==> src/rtl/seq_mult_if.sv <==
// Request/response bundle for the two-requester shared Booth multiplier.
interface seq_mult_if #(parameter int WIDTH = 32);
  logic signed [WIDTH-1:0]   A0, B0, A1, B1;
  logic                      valid0, ready0, valid1, ready1;
  logic signed [2*WIDTH-1:0] P;
  logic                      resp_valid0, resp_valid1;
  logic                      resp_ready0, resp_ready1;
  logic                      busy;

  modport master (
    output A0, B0, valid0, A1, B1, valid1, resp_ready0, resp_ready1,
    input  ready0, ready1, P, resp_valid0, resp_valid1, busy
  );

  modport slave (
    input  A0, B0, valid0, A1, B1, valid1, resp_ready0, resp_ready1,
    output ready0, ready1, P, resp_valid0, resp_valid1, busy
  );
endinterface

==> src/rtl/seq_mult_scheduler.sv <==
// Round-robin arbiter in front of one radix-2 Booth shift-add multiplier;
// one operation in flight, result held until the owning requester consumes it.
module seq_mult_scheduler #(
  parameter int WIDTH = 32
) (
  input  logic     clk,
  input  logic     rst,
  seq_mult_if.slave bus
);

  localparam logic [1:0] IDLE = 2'd0;
  localparam logic [1:0] RUN  = 2'd1;
  localparam logic [1:0] DONE = 2'd2;
  localparam int CW = $clog2(WIDTH + 1);

  logic [1:0]              state;
  logic                    last_grant, owner;
  logic [CW-1:0]           cnt;
  logic [WIDTH-1:0]        mcand;
  logic [WIDTH:0]          acc;   // one guard bit so -mcand fits for the most negative operand
  logic [WIDTH-1:0]        mplr;
  logic                    q_1;
  logic signed [2*WIDTH-1:0] p_q;
  logic                    rv0, rv1;
  logic                    rdy0, rdy1;

  logic [WIDTH:0] m_ext, sum;

  // both valid -> the one that did not win last time
  always_comb begin
    rdy0 = (state == IDLE) && bus.valid0 && (!bus.valid1 ||  last_grant);
    rdy1 = (state == IDLE) && bus.valid1 && (!bus.valid0 || !last_grant);
  end

  always_comb begin
    m_ext = {mcand[WIDTH-1], mcand};
    unique case ({mplr[0], q_1})
      2'b01:   sum = acc + m_ext;
      2'b10:   sum = acc - m_ext;
      default: sum = acc;
    endcase
  end

  always_ff @(posedge clk or posedge rst) begin
    if (rst) begin
      state      <= IDLE;
      last_grant <= 1'b1;
      owner      <= 1'b0;
      cnt        <= '0;
      mcand      <= '0;
      acc        <= '0;
      mplr       <= '0;
      q_1        <= 1'b0;
      p_q        <= '0;
      rv0        <= 1'b0;
      rv1        <= 1'b0;
    end else begin
      unique case (state)
        IDLE: begin
          if (rdy0 || rdy1) begin
            mcand      <= rdy0 ? bus.A0 : bus.A1;
            mplr       <= rdy0 ? bus.B0 : bus.B1;
            owner      <= rdy1;
            last_grant <= rdy1;
            acc        <= '0;
            q_1        <= 1'b0;
            cnt        <= '0;
            state      <= RUN;
          end
        end
        RUN: begin
          // add/sub then arithmetic shift of {acc, mplr, q_1}
          acc  <= {sum[WIDTH], sum[WIDTH:1]};
          mplr <= {sum[0], mplr[WIDTH-1:1]};
          q_1  <= mplr[0];
          cnt  <= cnt + CW'(1);
          if (cnt == CW'(WIDTH - 1)) state <= DONE;
        end
        DONE: begin
          // first DONE cycle publishes the result; afterwards wait for the owner
          if (!rv0 && !rv1) begin
            p_q <= {acc[WIDTH-1:0], mplr};
            rv0 <= !owner;
            rv1 <= owner;
          end else if (owner ? bus.resp_ready1 : bus.resp_ready0) begin
            rv0   <= 1'b0;
            rv1   <= 1'b0;
            state <= IDLE;
          end
        end
        default: state <= IDLE;
      endcase
    end
  end

  assign bus.ready0      = rdy0;
  assign bus.ready1      = rdy1;
  assign bus.P           = p_q;
  assign bus.resp_valid0 = rv0;
  assign bus.resp_valid1 = rv1;
  assign bus.busy        = (state != IDLE);

endmodule

==> src/flat_wrapper.sv <==
// flat-port wrapper written by rule: the top's interface ports become plain ports
module seq_mult_scheduler_flat 
#(
  parameter int WIDTH = 32
)
  (clk, rst, bus_A0, bus_B0, bus_valid0, bus_A1, bus_B1, bus_valid1, bus_resp_ready0, bus_resp_ready1, bus_ready0, bus_ready1, bus_P, bus_resp_valid0, bus_resp_valid1, bus_busy);
  seq_mult_if #(.WIDTH(WIDTH)) bus_i ();
  input  logic clk;
  input  logic rst;
  input wire logic [$bits(bus_i.A0)-1:0] bus_A0;
  input wire logic [$bits(bus_i.B0)-1:0] bus_B0;
  input wire logic [$bits(bus_i.valid0)-1:0] bus_valid0;
  input wire logic [$bits(bus_i.A1)-1:0] bus_A1;
  input wire logic [$bits(bus_i.B1)-1:0] bus_B1;
  input wire logic [$bits(bus_i.valid1)-1:0] bus_valid1;
  input wire logic [$bits(bus_i.resp_ready0)-1:0] bus_resp_ready0;
  input wire logic [$bits(bus_i.resp_ready1)-1:0] bus_resp_ready1;
  output wire logic [$bits(bus_i.ready0)-1:0] bus_ready0;
  output wire logic [$bits(bus_i.ready1)-1:0] bus_ready1;
  output wire logic [$bits(bus_i.P)-1:0] bus_P;
  output wire logic [$bits(bus_i.resp_valid0)-1:0] bus_resp_valid0;
  output wire logic [$bits(bus_i.resp_valid1)-1:0] bus_resp_valid1;
  output wire logic [$bits(bus_i.busy)-1:0] bus_busy;
  assign bus_i.A0 = bus_A0;
  assign bus_i.B0 = bus_B0;
  assign bus_i.valid0 = bus_valid0;
  assign bus_i.A1 = bus_A1;
  assign bus_i.B1 = bus_B1;
  assign bus_i.valid1 = bus_valid1;
  assign bus_i.resp_ready0 = bus_resp_ready0;
  assign bus_i.resp_ready1 = bus_resp_ready1;
  assign bus_ready0 = bus_i.ready0;
  assign bus_ready1 = bus_i.ready1;
  assign bus_P = bus_i.P;
  assign bus_resp_valid0 = bus_i.resp_valid0;
  assign bus_resp_valid1 = bus_i.resp_valid1;
  assign bus_busy = bus_i.busy;
  seq_mult_scheduler #(.WIDTH(WIDTH)) u_core (.clk(clk), .rst(rst), .bus(bus_i));
endmodule
==> config.mk <==
export PLATFORM = sky130hd
export DESIGN_NAME = seq_mult_scheduler_flat
export DESIGN_NICKNAME = d
export VERILOG_FILES = /design/src/rtl/seq_mult_if.sv /design/src/rtl/seq_mult_scheduler.sv /design/src/flat_wrapper.sv
export SDC_FILE = /design/constraint.sdc
export NUM_CORES = 1
export LEC_CHECK = 0
export CAP_MARGIN = 20
export CELL_PAD_IN_SITES_DETAIL_PLACEMENT = 0
export CELL_PAD_IN_SITES_GLOBAL_PLACEMENT = 1
export CORE_MARGIN = 2
export CORE_UTILIZATION = 40
export CTS_BUF_LIST = sky130_fd_sc_hd__clkbuf_4 sky130_fd_sc_hd__clkbuf_8 sky130_fd_sc_hd__clkbuf_16
export CTS_CLUSTER_SIZE = 25
export DETAILED_ROUTE_END_ITERATION = 8
export PLACE_DENSITY_LB_ADDON = 0.1
export REMOVE_ABC_BUFFERS = 1
export SETUP_SLACK_MARGIN = 0.02
export SYNTH_ARGS = -nofsm -noshare
export SYNTH_HDL_FRONTEND = slang
export SYNTH_SLANG_ARGS = --single-unit
==> constraint.sdc <==
create_clock -name clk -period 6.4 [get_ports clk]
set_input_delay 0.64 -clock clk [delete_from_list [all_inputs] [get_ports clk]]
set_output_delay 0.64 -clock clk [all_outputs]
set_load 0.02 [all_outputs]
# --- Word level (Yosys, flattened, before mapping) ---
# Index checks and enable logic that the tools add are counted.
op_classes:
  addsub: 3
  eq_ne: 9
  n_mux: 20
  reduce_logical: 23
ops:
  columns: ["cell", "count"]
  rows:
  - ["$pmux W33 S2", 2]
  - ["$mux W32", 3]
  - ["$pmux W32 S2", 1]
  - ["$add A33 B33 Y33", 1]
  - ["$mux W33", 1]
  - ["$sub A33 B33 Y33", 1]
  - ["$pmux W6 S2", 1]
  - ["$mux W2", 4]
  - ["$reduce_and A2 Y1", 4]
  - ["$add A6 B1 Y6 const B", 1]
  - ["$eq A6 B5 Y1 const B", 1]
  - ["$logic_not A1 Y1", 6]
  - ["$mux W6", 1]
  - ["$pmux W2 S3", 1]
  - ["$reduce_bool A2 Y1", 3]
  - ["$logic_and A1 B1 Y1", 5]
  - ["$mux W1", 5]
  - ["$eq A2 B1 Y1 const B", 2]
  - ["$eq A2 B2 Y1 const B", 2]
  - ["$ne A2 B1 Y1 const B", 2]
  - ["$ne A2 B2 Y1 const B", 2]
  - ["$reduce_and A4 Y1", 1]
  - ["$logic_or A1 B1 Y1", 3]
  - ["$logic_not A2 Y1", 1]
  - ["$pmux W1 S2", 1]
word_totals:
  regBits: 174
  in_bits: 134
  elab_cells: 66

# --- Depth between registers and ports, before layout ---
# Gate-level depths: netlist of run 1.
logic_depth:
  depth_word: 6
  ltp_mapped: 19
  ltp_nobuf: 17

# --- Worst setup path after synthesis of run 1 ---
# No wires, ideal clock.
synth_timing:
  kind: "flip-flop to flip-flop"
  start: "register u_core.mcand[4]"
  end: "register u_core.acc[31]"
  setup_ns: 0.079
  arrival_time_ns: 3.898
  setup_slack_ns: 2.422
  path_stages_with_launch: 17
  cell_sequence: "dfrtp_1 or3_1 or3_1 nor3_1 nand2_1 nor3_1 a21oi_1 xnor2_1 ha_1 clkbuf_1 nand2_1 nor4_1 nand3_1 a2111oi_0 o21ai_0 a21oi_2 mux2i_1"
synth_between:
  elab_chain_len: 3
  elab_cells_between_ends: 4
synth_rtl:
  columns: ["element", "line", "text"]
  rows:
  - ["start, declared", "seq_mult_scheduler.sv:19", "logic [WIDTH-1:0] mcand;"]
  - ["start signal, assigned", "seq_mult_scheduler.sv:61", "mcand <= rdy0 ? bus.A0 : bus.A1;"]
  - ["$sub A33 B33 Y33 or $add A33 B33 Y33 (tied branches)", "seq_mult_scheduler.sv:39, seq_mult_scheduler.sv:38", null]
  - ["$pmux W33 S2 *", "seq_mult_scheduler.sv:37", "unique case ({mplr[0], q_1})"]
  - ["$pmux W33 S2 *", "seq_mult_scheduler.sv:58", "unique case (state)"]
  - ["end signal, assigned", "seq_mult_scheduler.sv:73", "acc <= {sum[WIDTH], sum[WIDTH:1]};"]
  - ["end, declared", "seq_mult_scheduler.sv:20", "logic [WIDTH:0] acc;"]
# Mark *: on every way between the ends. The rest lies on a longest branch, timed or not.
# A chain may end at the register's enable or synchronous reset.

# --- Worst setup path after layout of run 1 ---
# Same ends and word-level chain as after synthesis.

==> results of run 1 <==
==> flip-flops by register name, summed over array words and instances, names as in the netlist, 2 cells and up <==
name,flops
u_core.bus.P,64
u_core.mcand,32
u_core.cnt,6
u_core.acc,32
u_core.mplr,32
u_core.state,2
==> layout make-up <==
| cell class | instances | area [µm²] |
|---|---|---|
| well taps | 319 | 399.1 |
| clock buffers | 17 | 425.4 |
| fillers | 2222 | 10920 |
| multi-input cells | 748 | 5069 |
| flip-flops and latches | 173 | 4330 |
| inverters | 16 | 65.06 |
| repair buffers | 213 | 2105 |
| clock inverters | 15 | 227.7 |
==> cells by family after synthesis <==
group / synth area share
AO/OA/AOI/OAI: 0.1828
AND/OR/NAND/NOR: 0.1236
flip-flops: 0.4502
multiplexers: 0.1169
buffers and inverters: 0.02706
XOR/XNOR: 0.05190
adder cells (fa/ha/maj): 0.04761
==> cells in the mapped netlist, types with 35 or more instances <==
cell type and instances:
xnor2_1 39, a22oi_1 48, mux2_2 67, a31oi_1 41, nand2_1 108, o21ai_0 90
a21oi_1 49, ha_1 35, nor2_1 80, dfrtp_1 172, clkbuf_1 39, mux2i_1 37
==> power by group <==
group	leakage (nW)	internal (mW)	switching [mW]	total, mW
combinational	3.16	1.75	2.23	3.98
sequential	2.20	1.48	0.402	1.88
clock	0.312	0.640	0.512	1.15
==> routing by layer <==
metal	track usage	up-vias
li1	-	3937
met1	0.2789	3837
met2	0.3310	188
met3	0.06356	23
met4	0.04835	0
met5	0	-
==> stage by stage <==
step	area, µm²	power [mW]	setup WS [ns]	utilization
final	12620	7.007	1.718	0.5361
after global routing	12620	7.659	1.388	0.5361
after CTS	12620	7.054	1.699	0.5361
after detailed placement	11970	5.872	1.715	0.5083
after global placement	11970	5.886	1.872	0.5083
after floorplan	9419	4.842	0.6945	-
==> worst max path at each step <==
stage / end / slack (ns) / depth (start not counted)
5_1_grt: u_core.acc[31] / 1.39 / 15
6_report: u_core.acc[31] / 1.72 / 15
3_5_place_dp: u_core.acc[31] / 1.71 / 15
2_1_floorplan: u_core.bus.P[0] / 0.69 / 3
4_1_cts: u_core.acc[31] / 1.70 / 15
3_3_place_gp: u_core.acc[31] / 1.87 / 15
==> critical path, cell delays in order (launching register included) <==
cell	delay (ns)
dfrtp_1	0.41
or3_1	0.39
or3_1	0.37
nor3_1	0.36
nand2_1	0.15
nor3_1	0.49
nor2_1	0.11
xnor2_1	0.16
ha_1	0.36
nand4_1	0.22
nor4_1	0.32
nand3_1	0.16
a2111oi_0	0.55
o21ai_0	0.18
a21oi_2	0.18
mux2i_1	0.20
==> results.py, run 1 <==
metrics = {
    "outcome": {
        "status": "completed",
    },
    "final_layout": {
        "fin_cells": 1501,
        "final_common_cell": "clkdlybuf4s50_1",
        "drive_gt1_frac": 0.1015,
        "antennaDiodeCount": 0,
        "syn_to_final_growth_pct": 31.20,
        "layout.nets": 1339,
        "final_cell_mix": "202 x clkdlybuf4s50_1, 172 x dfrtp_1, 108 x nand2_1",
    },
    "cts": {
        "cts_tree": "built",
        "post_cts_buffers": 0,
        "cts.sinks": 173,
        "cts_resized": 0,
        "cts-buffers-inserted": 17,
        "htreeDepth": 4,
        "cts-root-buf": "clkbuf_16",
        "clk_pin_slew_worst_paths_ns": 0.07,
        "ctsLongestPathBuffers": 2,
        "clkLatencyLatePin_ns": 0.43,
        "hold_buffers": 0,
    },
    "job": {
        "maxCapViolCount": 0,
    },
    "synth": {
        "synth.cell_area_um2": 9619,
        "synth-seq-area-share": 0.4502,
        "ys_seq_elements": 173,
        "yosysTopAreaCellShare": 0.4475,
        "synth_edf_count": 0,
        "ys.flop_type": "dfrtp_1",
        "yosysTopAreaCell": "dfrtp_1",
        "synthesis.instances": 990,
        "async_flop_share": 1.000,
        "yosys_warnings": 0,
        "ys_top_cells_by_area": "dfrtp_1 45%, mux2_2 7.8%, o21ai_0 4.7%",
        "yosysUniqueCellTypes": 47,
        "avgSynthCellArea_um2": 9.716,
    },
    "setup_path": {
        "required_ns": 6.76,
        "regToRegSetupSlack_ns": 1.72,
        "setup.worst_path.start": "u_core.mcand[4]",
        "crit_arrival_ns": 5.04,
        "reg2reg_from": "u_core.mcand[4]",
        "r2r_end": "u_core.acc[31]",
        "end_kind": "flip-flop",
        "path_class": "reg2reg",
        "critPathMaxFanout": 5,
        "start_kind": "flip-flop",
        "ff2ff_path_depth": 15,
    },
    "grt": {
        "grt.overflow.total": 0,
        "grt_pass1_vias": 7952,
        "antenna_found_initial": 0,
        "grt_usage": 0.2079,
        "grt_max_degree": 68,
        "grt_pass1_wl_um": 42460,
    },
    "sta": {
        "tightest_slew_ns": 0.9445,
        "maxSlewHeadroom": 0.3703,
        "finalCritPeriodShare": 0.7315,
        "setup_viol": 0,
        "slew_violations": 0,
        "finClkSkew_ns": 0.01000,
        "setup_tns_ns": 0,
        "hold_ws_ns": 0.5055,
        "finalCriticalPeriod_ns": 4.682,
        "rsz0062_at_grt": "false",
        "fmax_ghz": 0.2136,
        "final_hold_viol_count": 0,
    },
    "floorplanning": {
        "coreArea_um2": 23540,
        "rows": 56,
        "initial_core_util": 0.4086,
        "fp.dieH_um": 159.1,
        "die-area_um2": 25300,
        "io_pins": 203,
        "die_w_um": 159.1,
    },
    "worst_hold_path": {
        "worstHoldPathType": "reg2reg",
        "hold_end": "u_core.bus.P[45]",
        "min_from": "u_core.bus.P[45]",
        "hold_depth": 1,
    },
    "drt": {
        "wl_met3_um": 1673,
        "routed_via_density": 5.320,
        "drt_iter0_drc": 450,
        "met2_length_um": 11940,
        "wl_per_cell_um": 17.45,
        "drt-met1-wl_um": 12270,
        "dr.pass1.iters": 4,
        "routed_wirelength_um": 26190,
        "ant_nets": 0,
        "maxUsedRoutingLayer": "met4",
        "drc": 0,
        "via_count": 7985,
    },
    "power_and_ir_drop": {
        "ir_drop_uv": 274.6,
        "leakage_nw": 5.670,
        "p_per_area_nw_per_um2": 555.2,
    },
    "placement": {
        "routabilityCongestion": 0.8677,
        "hpwlAfterDp_um": 19090,
        "dp_cells": 1469,
        "portBuffers": 202,
    },
}
No activity file was read; power rests on OpenSTA's default activity.
==> run 2, diff against run 1 <==
==> constraint.sdc (replaced) <==
create_clock -name clk -period 4.85 [get_ports clk]
set_input_delay 0.485 -clock clk [delete_from_list [all_inputs] [get_ports clk]]
set_output_delay 0.485 -clock clk [all_outputs]
set_load 0.02 [all_outputs]
==> results.py, run 2 (same netlist as run 1, synthesis figures left out) <==
metrics = {
    "outcome": {
        "status": "completed",
    },
    "final_layout": {
        "drive_gt1_frac": 0.1061,
        "largest_reg_flops": 64,
        "syn_to_final_growth_pct": 31.65,
        "utilization": 0.5379,
        "final_cell_mix": "202 x clkdlybuf4s50_1, 172 x dfrtp_1, 108 x nand2_1",
        "antennaDiodeCount": 0,
        "layout.nets": 1345,
        "final_common_cell": "clkdlybuf4s50_1",
        "fin_cells": 1507,
    },
    "cts": {
        "cts-root-buf": "clkbuf_16",
        "cts_tree": "built",
        "post_cts_buffers": 0,
        "clk_pin_slew_worst_paths_ns": 0.08,
        "clkLatencyLatePin_ns": 0.44,
        "hold_buffers": 0,
        "cts_resized": 0,
        "ctsLongestPathBuffers": 2,
        "cts.sinks": 173,
        "htreeDepth": 4,
        "cts-buffers-inserted": 17,
    },
    "floorplanning": {
        "rows": 56,
        "die-area_um2": 25300,
        "fp.dieH_um": 159.1,
        "io_pins": 203,
        "coreArea_um2": 23540,
        "die_w_um": 159.1,
        "initial_core_util": 0.4086,
    },
    "power_and_ir_drop": {
        "combPwrFrac": 0.573,
        "p_int_mw": 5.081,
        "netSwitchingPower_mw": 4.194,
        "p_per_area_nw_per_um2": 732.4,
        "seq_power_share": 0.268,
        "ir_drop_uv": 311.5,
        "p_sw_frac": 0.4522,
        "leakage_nw": 5.694,
        "clockPowerShare": 0.159,
    },
    "sta": {
        "maxSlewHeadroom": 0.3630,
        "finalCriticalPeriod_ns": 4.362,
        "hold_ws_ns": 0.5014,
        "setup_viol": 0,
        "fmax_ghz": 0.2292,
        "rsz0062_at_grt": "false",
        "setup_ws_ns": 0.4879,
        "final_hold_viol_count": 0,
        "finalCritPeriodShare": 0.8994,
        "setup_tns_ns": 0,
        "tightest_slew_ns": 0.9554,
        "finClkSkew_ns": 0.009945,
        "slew_violations": 0,
    },
    "placement": {
        "place_ws_ns": 0.4505,
        "routabilityCongestion": 0.8641,
        "dp_cells": 1475,
        "hpwlAfterDp_um": 19680,
        "portBuffers": 202,
    },
    "grt": {
        "grt_pass1_wl_um": 43450,
        "grt_max_degree": 107,
        "grt_usage": 0.2148,
        "grt.overflow.total": 0,
        "antenna_found_initial": 0,
        "grt_pass1_vias": 7975,
    },
    "drt": {
        "maxUsedRoutingLayer": "met4",
        "routed_via_density": 5.297,
        "drt-met1-wl_um": 12270,
        "dr.pass1.iters": 4,
        "wl_per_cell_um": 17.85,
        "met2_length_um": 12590,
        "drt_iter0_drc": 445,
        "routed_wirelength_um": 26910,
        "drc": 0,
        "ant_nets": 0,
        "wl_met3_um": 1731,
        "via_count": 7982,
    },
    "setup_path": {
        "end_kind": "flip-flop",
        "regToRegSetupSlack_ns": 0.49,
        "path_class": "reg2reg",
        "start_kind": "flip-flop",
        "reg2reg_from": "u_core.mcand[4]",
        "r2r_end": "u_core.acc[31]",
        "ff2ff_path_depth": 16,
        "required_ns": 5.21,
        "crit_arrival_ns": 4.72,
        "critPathMaxFanout": 7,
        "setup.worst_path.start": "u_core.mcand[4]",
    },
    "worst_hold_path": {
        "hold_depth": 2,
        "hold_end": "u_core.last_grant",
        "min_from": "u_core.last_grant",
        "worstHoldPathType": "reg2reg",
    },
    "job": {
        "maxCapViolCount": 0,
    },
}
## run 2: cell types whose count changed in the layout (fill, tap and decap cells not counted), sizes merged
cell    change
buf         +6
bufinv      -1
inv         +1
## run 2: worst max-delay path by stage
| stage | to | slack (ns) |
|---|---|---|
| floorplan | u_core.bus.P[0] | -0.86 |
| global placement | u_core.acc[31] | 0.51 |
| detailed placement | u_core.acc[31] | 0.45 |
| CTS | u_core.acc[31] | 0.42 |
| global route | u_core.acc[31] | 0.03 |
| finish | u_core.acc[31] | 0.49 |
## run 2: area by class of cell
cell class | instances | area [µm²]
Sequential cell | 173 | 4330
Multi-Input combinational cell | 748 | 5070
Inverter | 16 | 65.06
Fill cell | 2233 | 10880
Tap cell | 319 | 399.1
Clock inverter | 15 | 198.9
Timing Repair Buffer | 219 | 2175
Clock buffer | 17 | 425.4
## run 2: metal layers
layer	track usage	vias to the layer above
li1	-	3937
met1	0.2841	3840
met2	0.3516	187
met3	0.05887	18
met4	0.05124	0
met5	0	-
## run 2: metrics by stage
| stage | total power [mW] | instance area [µm²] |
|---|---|---|
| global placement | 7.810 | 12040 |
| finish | 9.275 | 12660 |
| floorplan | 6.390 | 9419 |
| global route | 10.15 | 12660 |
| detailed placement | 7.812 | 12040 |
| CTS | 9.318 | 12660 |
## run 2: power by group through the flow
stage               Sequential [mW]  Combinational [mW]  Clock (mW)
floorplan                      2.31                4.08           0
global placement               2.49                5.32           0
detailed placement             2.50                5.31           0
CTS                            2.48                5.33        1.50
global route                   2.56                6.02        1.56
finish                         2.49                5.32        1.47
## run 2: worst max-delay path, stage by stage, from the launching register on
cell and delay, ns:
dfrtp_1 0.41, or3_1 0.40, or3_1 0.36, nor3_1 0.37
nand2_1 0.14, nor3_1 0.20, buf_4 0.17, a21oi_1 0.07
xnor2_1 0.13, ha_1 0.43, nand2_1 0.14, nor4_1 0.25
nand3_1 0.19, a2111oi_1 0.50, o21ai_0 0.17, a21oi_2 0.18
mux2i_1 0.18
